$ cat src/rtl/mips_multicycle_controller.sv
// mips_multicycle_controller: Moore sequencer for the multicycle MIPS datapath.
// Control outputs are decoded from the current state and are all held at 0 while reset is low.
module mips_multicycle_controller #(
    parameter bit MEM_WAIT_EN = 1'b1
) (
    input  logic       clk,
    input  logic       reset,
    input  logic [5:0] op,
    input  logic [5:0] funct,
    input  logic       zero,
    input  logic       mem_ready,
    output logic       pcen,
    output logic       irwrite,
    output logic       memwrite,
    output logic       regwrite,
    output logic       iord,
    output logic       memtoreg,
    output logic       regdst,
    output logic       alusrca,
    output logic [1:0] alusrcb,
    output logic [1:0] pcsrc,
    output logic [2:0] alucontrol,
    output logic       illegal_op,
    output logic [3:0] state_o
);
    localparam logic [5:0] OP_LW = 6'b100011;
    localparam logic [5:0] OP_SW = 6'b101011;
    localparam logic [5:0] OP_RTYPE = 6'b000000;
    localparam logic [5:0] OP_BEQ = 6'b000100;
    localparam logic [5:0] OP_ADDI = 6'b001000;
    localparam logic [5:0] OP_J = 6'b000010;

    typedef enum logic [3:0] {
        FETCH = 4'd0, DECODE = 4'd1, MEMADR = 4'd2, MEMRD = 4'd3,
        MEMWB = 4'd4, MEMWR = 4'd5, RTYPEEX = 4'd6, RTYPEWB = 4'd7,
        BEQEX = 4'd8, ADDIEX = 4'd9, ADDIWB = 4'd10, JEX = 4'd11
    } state_t;

    state_t state;
    logic ready;
    logic pcwrite;
    logic branch;
    logic aluen;
    logic [1:0] aluop;
    logic [2:0] funct_ctl;

    assign ready = MEM_WAIT_EN ? mem_ready : 1'b1;

    always_ff @(posedge clk or negedge reset) begin
        if (!reset) begin
            state <= FETCH;
        end else begin
            case (state)
                FETCH:   state <= ready ? DECODE : FETCH;
                DECODE: begin
                    case (op)
                        OP_LW, OP_SW: state <= MEMADR;
                        OP_RTYPE:     state <= RTYPEEX;
                        OP_BEQ:       state <= BEQEX;
                        OP_ADDI:      state <= ADDIEX;
                        OP_J:         state <= JEX;
                        default:      state <= FETCH;
                    endcase
                end
                MEMADR:  state <= (op == OP_LW) ? MEMRD : MEMWR;
                MEMRD:   state <= ready ? MEMWB : MEMRD;
                MEMWR:   state <= ready ? FETCH : MEMWR;
                RTYPEEX: state <= RTYPEWB;
                ADDIEX:  state <= ADDIWB;
                default: state <= FETCH;
            endcase
        end
    end

    always_comb begin
        irwrite = 1'b0;
        memwrite = 1'b0;
        regwrite = 1'b0;
        iord = 1'b0;
        memtoreg = 1'b0;
        regdst = 1'b0;
        alusrca = 1'b0;
        alusrcb = 2'b00;
        pcsrc = 2'b00;
        illegal_op = 1'b0;
        pcwrite = 1'b0;
        branch = 1'b0;
        aluen = 1'b0;
        aluop = 2'b00;
        if (reset) begin
            case (state)
                FETCH: begin
                    alusrcb = 2'b01;
                    aluen = 1'b1;
                    irwrite = ready;
                    pcwrite = ready;
                end
                DECODE: begin
                    alusrcb = 2'b11;
                    aluen = 1'b1;
                    illegal_op = !(op inside {OP_LW, OP_SW, OP_RTYPE, OP_BEQ, OP_ADDI, OP_J});
                end
                MEMADR, ADDIEX: begin
                    alusrca = 1'b1;
                    alusrcb = 2'b10;
                    aluen = 1'b1;
                end
                MEMRD: iord = 1'b1;
                MEMWB: begin
                    memtoreg = 1'b1;
                    regwrite = 1'b1;
                end
                MEMWR: begin
                    iord = 1'b1;
                    memwrite = 1'b1;
                end
                RTYPEEX: begin
                    alusrca = 1'b1;
                    aluen = 1'b1;
                    aluop = 2'b10;
                end
                RTYPEWB: begin
                    regdst = 1'b1;
                    regwrite = 1'b1;
                end
                BEQEX: begin
                    alusrca = 1'b1;
                    aluen = 1'b1;
                    aluop = 2'b01;
                    pcsrc = 2'b01;
                    branch = 1'b1;
                end
                ADDIWB: regwrite = 1'b1;
                JEX: begin
                    pcsrc = 2'b10;
                    pcwrite = 1'b1;
                end
                default: ;
            endcase
        end
    end

    // Unlisted functs fall back to add so a bad R-type still produces a defined result.
    assign funct_ctl = (funct == 6'b100010) ? 3'b110 :
                       (funct == 6'b100100) ? 3'b000 :
                       (funct == 6'b100101) ? 3'b001 :
                       (funct == 6'b101010) ? 3'b111 : 3'b010;

    assign alucontrol = !aluen ? 3'b000 :
                        (aluop == 2'b00) ? 3'b010 :
                        (aluop == 2'b01) ? 3'b110 : funct_ctl;

    assign pcen = pcwrite | (branch & zero);
    assign state_o = state;
endmodule

$ cat config.mk
export PLATFORM = sky130hd
export DESIGN_NAME = mips_multicycle_controller
export DESIGN_NICKNAME = d
export VERILOG_FILES = /design/src/rtl/mips_multicycle_controller.sv
export SDC_FILE = /design/constraint.sdc
export NUM_CORES = 1
export LEC_CHECK = 0
export BUFFER_PORTS_ARGS = -buffer_cell sky130_fd_sc_hd__buf_2
export CORE_MARGIN = 2
export CORE_UTILIZATION = 44
export CTS_BUF_LIST = sky130_fd_sc_hd__clkbuf_8
export DETAILED_ROUTE_END_ITERATION = 8
export HOLD_SLACK_MARGIN = 0.05
export PLACE_DENSITY = 0.83
export SLEW_MARGIN = 20
export SYNTH_ARGS = -nofsm -noshare
export SYNTH_HDL_FRONTEND = slang
export SYNTH_SLANG_ARGS = --single-unit
$ cat constraint.sdc
create_clock -name clk -period 1.55 [get_ports clk]
set_input_delay 0.31 -clock clk [delete_from_list [all_inputs] [get_ports clk]]
set_output_delay 0.31 -clock clk [all_outputs]
set_load 0.05 [all_outputs]
==> flow_summary.ini, run 1 <==
[synth]
synth.distinct_cells = 36
synth_top_family_by_area = simple AND/OR/NAND/NOR gates
seq_area_frac_synth_pct = 17.1
ys_ff_latch = 4
synth.top_cell.area_share_pct = 17.1
yosysWarnings = 0
yosysMostFrequentCell = nor2_1
synth_compound_area_share_pct = 27.5
synth_nets = 100
syn_area_um2 = 587
syn_avg_cell_area_um2 = 6.99
ys_async_sr_fraction_pct = 100
yosys.area_share.xor_xnor_pct = 2.99
synthFlopType = dfrtp_1
synth-edff-count = 0
syn_inst = 84
yosys.area_share.adder_pct = 0
synth_common_cells = nor2_1 (9), nor2b_1 (8), nand2_1 (7), nor3_1 (6)
synth_mux_area_share_pct = 5.33
yosys.area.top_type = dfrtp_1
synthSimpleGateAreaFrac_pct = 43.1
synth.area.top_cells = dfrtp_1 (17%), nor2b_1 (8.5%), nor2_1 (5.8%), nor3_1 (5.1%), nand2_1 (4.5%)

[status]
lastStage = clock tree synthesis
outcome = stopped before the end
error_line = [ERROR DPL-0038] Utilization greater than 100%, impossible to legalize

[die]
pin_count = 36
die-width_um = 40.5
placementRows = 13
initial_core_util_pct = 46.3
die_y_um = 40.5

[place]
dp_hpwl_um = 2440
placedCellCount = 157
placed_area_um2 = 1190
gp_congestion = 0.816
io_buffers = 35

[clock_network]
cts_setup_buffers = 12
cts.path.max_buffers = 2
cts_hold_buf = 0
cts_buffers = 3
cts_resized = 76
ctsHtreeMaxLevel = 1
cts.sink_count = 4
cts-root-buf = clkbuf_8
## through the flow
stage / setup TNS [ns] / setup slack (ns)
after floorplan: -2.35 / -0.402
after global placement: -0.551 / -0.141
after detailed placement: -0.969 / -0.171
## logic make-up after synthesis
group	after synthesis
AO/OA/AOI/OAI	23
XOR/XNOR	2
buffers and inverters	6
flip-flops	4
multiplexers	3
AND/OR/NAND/NOR	46
==> run 2: changes to the inputs <==
--- a/config.mk
+++ b/config.mk
@@ -6,12 +6,10 @@
 export NUM_CORES = 1
 export LEC_CHECK = 0
 export BUFFER_PORTS_ARGS = -buffer_cell sky130_fd_sc_hd__buf_2
-export CORE_MARGIN = 2
-export CORE_UTILIZATION = 44
-export CTS_BUF_LIST = sky130_fd_sc_hd__clkbuf_8
+export CORE_AREA = 2 2 63 65
 export DETAILED_ROUTE_END_ITERATION = 8
-export HOLD_SLACK_MARGIN = 0.05
-export PLACE_DENSITY = 0.83
+export DIE_AREA = 0 0 65 67
+export PLACE_DENSITY_LB_ADDON = 0.15
 export SLEW_MARGIN = 20
 export SYNTH_ARGS = -nofsm -noshare
 export SYNTH_HDL_FRONTEND = slang
==> run 2 against run 1 <==
Effect of this change:
- the flow now finishes, with violations (setup timing)
- area after synthesis is the same
- synthesized cell count is the same
==> flow_summary.ini, run 2 <==
[status]
outcome = finished, violations left
violations = setup timing

[detailed_routing]
totalWireLength_um = 2370
vias_per_cell = 4.49
antenna_left = 0
vias = 898
drt_pre_antenna_iters = 4
drt_iter0_drc = 12
route.detailed.drc = 0
wl_per_cell_um = 11.9

[die]
pin_count = 36
die_y_um = 67
core_um2 = 3610
die-width_um = 65
die_area_um2 = 4360
initial_core_util_pct = 16.3
placementRows = 22

[clock_network]
cts_hold_buf = 0
clk_pin_slew_ns = 0.03
cts_buffers = 3
cts_tree = done
clk-insertion-delay-late_ns = 0.22
cts.sink_count = 4
cts.path.max_buffers = 2
cts-root-buf = clkbuf_8
ctsHtreeMaxLevel = 1

[place]
placed_area_um2 = 1240
placedCellCount = 191
gp_congestion = 0.730
preCtsSetupSlack_ns = -0.176
io_buffers = 35
dp_hpwl_um = 1950

[critical_path]
rr_endpoint = state_o[0]
worstPathMaxFanout = 8
cp.arrival_ns = 1.51
reg2regPathDepth = 5
reg2reg_setup_slack_ns = 0.15
crit_start = state_o[1]
worstReg2RegStart = state_o[2]
endpoint = pcen
critical_path_class = register to primary output
crit_path_start_kind = register
cp_data_required_time_ns = 1.24
cp-end-kind = primary output

[synth]
seq_area_frac_synth_pct = 17.1
synth.distinct_cells = 36
syn_inst = 84
ys_async_sr_fraction_pct = 100
yosysMostFrequentCell = nor2_1
synth.top_cell.area_share_pct = 17.1
synth_common_cells = nor2_1 (9), nor2b_1 (8), nand2_1 (7), nor3_1 (6)
synth.area.top_cells = dfrtp_1 (17%), nor2b_1 (8.5%), nor2_1 (5.8%), nor3_1 (5.1%), nand2_1 (4.5%)
syn_area_um2 = 587
yosys.area.top_type = dfrtp_1
yosysWarnings = 0
syn_avg_cell_area_um2 = 6.99
synthFlopType = dfrtp_1
ys_ff_latch = 4
synth-edff-count = 0
synth_nets = 100

[sta]
max-slew-margin-rel_pct = 79.0
clock_skew_ns = 0.000905
finalCritPeriodShare_pct = 117
finalSetupViolations = 16
final_hold_viol_count = 0
tightest_slew_ns = 0.311
rsz0062_at_grt = true
fin_crit_ns = 1.82
clock.fmax_mhz = 549
layout_setup_ws_ns = -0.270
report.final.slew_viol_count = 0

[layout]
syn2layout_area_growth_pct = 151
final_cell_area_um2 = 1470
n_antenna_cell = 0
final_cell_mix = buf_4 (37), buf_2 (18), buf_6 (10)
drive_gt1_share_pct = 76.3
fin_nets = 170
largest_register_ffs = 4
regArea_um2 = 105
layoutNonFillerInstCount = 200
multi_input_area_um2 = 716
n_fill_cell = 386
final_common_cell = buf_4

[power_and_ir_drop]
p_per_area_nw_per_um2 = 565
max-vdd-ir-drop_mv = 0.231
p_leak_nw = 0.638
netSwitchingFraction_pct = 40.6
p_int_mw = 0.494
p_comb_share_pct = 58.2
switchingPower_mw = 0.339
p_seq_share_pct = 15.4
clkPwrFrac_pct = 26.4

[global_route]
grt.total_usage_pct = 11.8
grt_max_degree = 10
antenna_found_initial = 0
grt_pass1_vias = 862
grt_pass1_wl_um = 3900
overflow = 0

[job]
max-cap-violations = 0

[worst_hold_path]
worst_hold_path_type = input pin to async pin
run 2: cell counts after synthesis:
No cell type changed its count.
run 2: cells by family after synthesis:
family	count (synthesis)	share of synthesized area, %
xor+xnor	2	2.99
compound gates	23	27.5
buf+inv	6	4.05
simple gates	46	43.1
flops	4	17.1
mux	3	5.33
run 2: timing repair:
action,4_1_cts,5_1_grt
gates resized for setup,43,2
setup buffers,5,2
pin swaps,4,4
endpoints found under the setup margin,16,17
run 2: worst min-delay path by stage:
stage / end / slack [ns] / depth (start not counted) / start
2_1_floorplan: state_o[0] / 0.01 / 0 / reset
3_3_place_gp: state_o[2] / 0.29 / 2 / reset
3_5_place_dp: state_o[2] / 0.28 / 2 / reset
4_1_cts: state_o[2] / 0.05 / 2 / reset
5_1_grt: state_o[2] / 0.07 / 2 / reset
6_report: state_o[2] / 0.05 / 2 / reset
run 2: worst max-delay path: stages, from the launching register on:
cell and delay, ns:
dfrtp_2 0.47, or4_4 0.58, o21ai_4 0.07, buf_6 0.17
run 2: layer usage:
| metal | vias to the layer above | wire length [um] | track usage, % |
|---|---|---|---|
| met5 | - | 0 | 0 |
| met3 | 6 | 107 | 0.676 |
| met1 | 406 | 1030 | 14.0 |
| met2 | 35 | 1190 | 20.9 |
| met4 | 0 | 46 | 7.18 |
| li1 | 451 | - | - |
run 2: final cells by class:
cell class              instances  share of cell area, %
clock buffers                   3                   2.80
inverters                       1                  0.255
multi-input cells              74                   48.6
flip-flops and latches          4                   7.13
well taps                      48                   4.07
repair buffers                 70                   37.2
run 2: metrics by stage:
step           hold slack (ns)  power (mW)  TNS (ns)  utilization [%]
2_1_floorplan           0.0144       0.420     -2.35                -
3_3_place_gp             0.287       0.552    -0.827             34.5
3_5_place_dp             0.284       0.552    -0.858             34.5
4_1_cts                 0.0540       0.838     -2.70             40.6
5_1_grt                 0.0684       0.877     -3.43             40.9
6_report                0.0502       0.833     -2.40             40.9
run 2: power by group through the flow:
stage	sequential [mW]	combinational, mW	clock, mW
after floorplan	0.150	0.270	0
after global placement	0.127	0.425	0
after detailed placement	0.127	0.426	0
after CTS	0.128	0.484	0.227
after global routing	0.130	0.517	0.230
final	0.128	0.484	0.220
(Power assumes the default switching activity.)
==> run 3: changes to the inputs <==
==> constraint.sdc (replaced) <==
create_clock -name clk -period 2.1 [get_ports clk]
set_input_delay 0.42 -clock clk [delete_from_list [all_inputs] [get_ports clk]]
set_output_delay 0.42 -clock clk [all_outputs]
set_load 0.05 [all_outputs]
==> run 3 against run 2 <==
Effect of this change:
- the run now ends clean
- combinational power down 50%
- worst setup slack better by 0.36 ns
- via count down 13%
- count of clock-buffer cells in the layout unchanged
- die area unchanged
- first-iteration DRC count up 110%
- non-clock buffer count down 25
- hold slack better by 0.18 ns
- critical path depth up 2
- sequential power down 18%
- final cell count down 13%
- sequential share of layout area up 2.7 points
- critical endpoint is now alucontrol[1]
- largest power group unchanged
- highest routed layer is now met3
==> flow_summary.ini, run 3 (synthesized netlist as in run 2, its figures left out) <==
[status]
outcome = finished clean

[sta]
report.final.slew_viol_count = 0
max-slew-margin-rel_pct = 77.4
rsz0062_at_grt = true
clock_skew_ns = 0.00498
fin_crit_ns = 2.01
clock.fmax_mhz = 497
finalSetupViolations = 0
finalCritPeriodShare_pct = 95.8
layout_setup_ws_ns = 0.0886
final_hold_viol_count = 0
tightest_slew_ns = 0.336

[job]
max-cap-violations = 0

[layout]
final_cell_mix = buf_2 (32), buf_4 (11), nor2b_1 (6), nand2_1 (6), nor2_1 (5)
regArea_um2 = 104
multi_input_area_um2 = 586
n_antenna_cell = 0
n_fill_cell = 394
syn2layout_area_growth_pct = 80.0
final_util_pct = 29.3
drive_gt1_share_pct = 56.7
fin_nets = 145
layoutNonFillerInstCount = 175
largest_register_ffs = 4
final_common_cell = buf_2

[global_route]
top_usage_layer = met2
grt_max_degree = 13
antenna_found_initial = 0
grt.total_usage_pct = 9.98
grt_use_met1_pct = 12.6
overflow = 0
use_met2_pct = 17.1
grt_pass1_vias = 742
use_met3_pct = 1.69
grt_pass1_wl_um = 3380

[power_and_ir_drop]
p_seq_share_pct = 20.7
p_comb_share_pct = 47.7
switchingPower_mw = 0.215
netSwitchingFraction_pct = 42.3
p_int_mw = 0.292
clkPwrFrac_pct = 31.6
p_leak_nw = 0.458
p_per_area_nw_per_um2 = 480
max-vdd-ir-drop_mv = 0.186

[critical_path]
worstReg2RegStart = state_o[0]
endpoint = alucontrol[1]
reg2regPathDepth = 5
critical_path_class = register to primary output
worstPathMaxFanout = 9
crit_start = state_o[1]
cp_data_required_time_ns = 1.68
rr_endpoint = state_o[1]
reg2reg_setup_slack_ns = 0.72
cp.arrival_ns = 1.59
cp-end-kind = primary output
crit_path_start_kind = register

[die]
placementRows = 22
pin_count = 36
die_y_um = 67
core_um2 = 3610
die-width_um = 65
die_area_um2 = 4360
initial_core_util_pct = 16.3

[place]
placedCellCount = 171
preCtsSetupSlack_ns = 0.106
io_buffers = 35
gp_congestion = 0.785
dp_hpwl_um = 1730

[detailed_routing]
totalWireLength_um = 2120
vias = 784
drt_pre_antenna_iters = 4
drt_iter0_drc = 25
wl_per_cell_um = 12.1
antenna_left = 0
vias_per_cell = 4.48
route.detailed.drc = 0

[clock_network]
cts.sink_count = 4
cts_buffers = 3
cts_hold_buf = 0
cts-root-buf = clkbuf_8
clk-insertion-delay-late_ns = 0.22
ctsHtreeMaxLevel = 1
cts_tree = done
clk_pin_slew_ns = 0.03
cts.path.max_buffers = 2

[worst_hold_path]
worst_hold_path_type = input pin to async pin
[run 3: cell count changes in the layout (fill, tap and decap cells not counted), moves of 3 or more]
cell and delta:
buf_8 -4, nand2_1 +3, nor2b_4 -4, nor2b_1 +3, buf_6 -9, buf_2 +14, buf_4 -26
[run 3: metal layers]
layer  share of wire (%)  wire, um  up-vias
met3                 5.7       121        0
met5                   0         0        -
li1                    -         -      399
met4                   0         0        0
met1                  45       958      359
met2                  49      1040       26
[run 3: final cells by class]
| class | count | share of cell area [%] |
|---|---|---|
| Timing Repair Buffer | 45 | 24.8 |
| Multi-Input combinational cell | 74 | 55.5 |
| Tap cell | 48 | 5.69 |
| Sequential cell | 4 | 9.83 |
| Clock buffer | 3 | 3.91 |
| Inverter | 1 | 0.355 |
[run 3: worst max-delay path: stages, from the launching register on]
cell and delay, ns:
dfrtp_2 0.46, nor2b_2 0.19, and2_1 0.18, o21ai_0 0.29, a21oi_4 0.04, clkbuf_4 0.22
[run 3: timing repair]
item                                    CTS  global route
endpoints found under the setup margin    4             5
endpoints found under the hold margin     0             0
pin swaps                                 0             0
gates resized for setup                   4             5
buffers inserted                          0             1
[run 3: power groups by stage]
stage                     clock [mW]  combinational (mW)  sequential [mW]
after global routing           0.173               0.259            0.107
after detailed placement           0               0.237            0.105
after floorplan                    0               0.157            0.109
after global placement             0               0.238            0.106
after CTS                      0.166               0.240            0.105
final                          0.160               0.242            0.105
[run 3: through the flow]
step / power (mW) / area, um^2 / hold slack, ns / TNS, ns
after floorplan: 0.266 / 702 / 0.124 / -0.237
after global placement: 0.343 / 982 / 0.450 / 0
after detailed placement: 0.343 / 982 / 0.456 / 0
after CTS: 0.510 / 1030 / 0.236 / 0
after global routing: 0.539 / 1060 / 0.254 / -0.00340
final: 0.507 / 1060 / 0.230 / 0
[run 3: worst min-delay path by stage]
stage	endpoint	slack [ns]	cells after the start
after floorplan	state_o[0]	0.12	0
after CTS	state_o[2]	0.24	2
after detailed placement	state_o[2]	0.46	2
after global routing	state_o[2]	0.25	2
final	state_o[2]	0.23	2
after global placement	state_o[2]	0.45	2
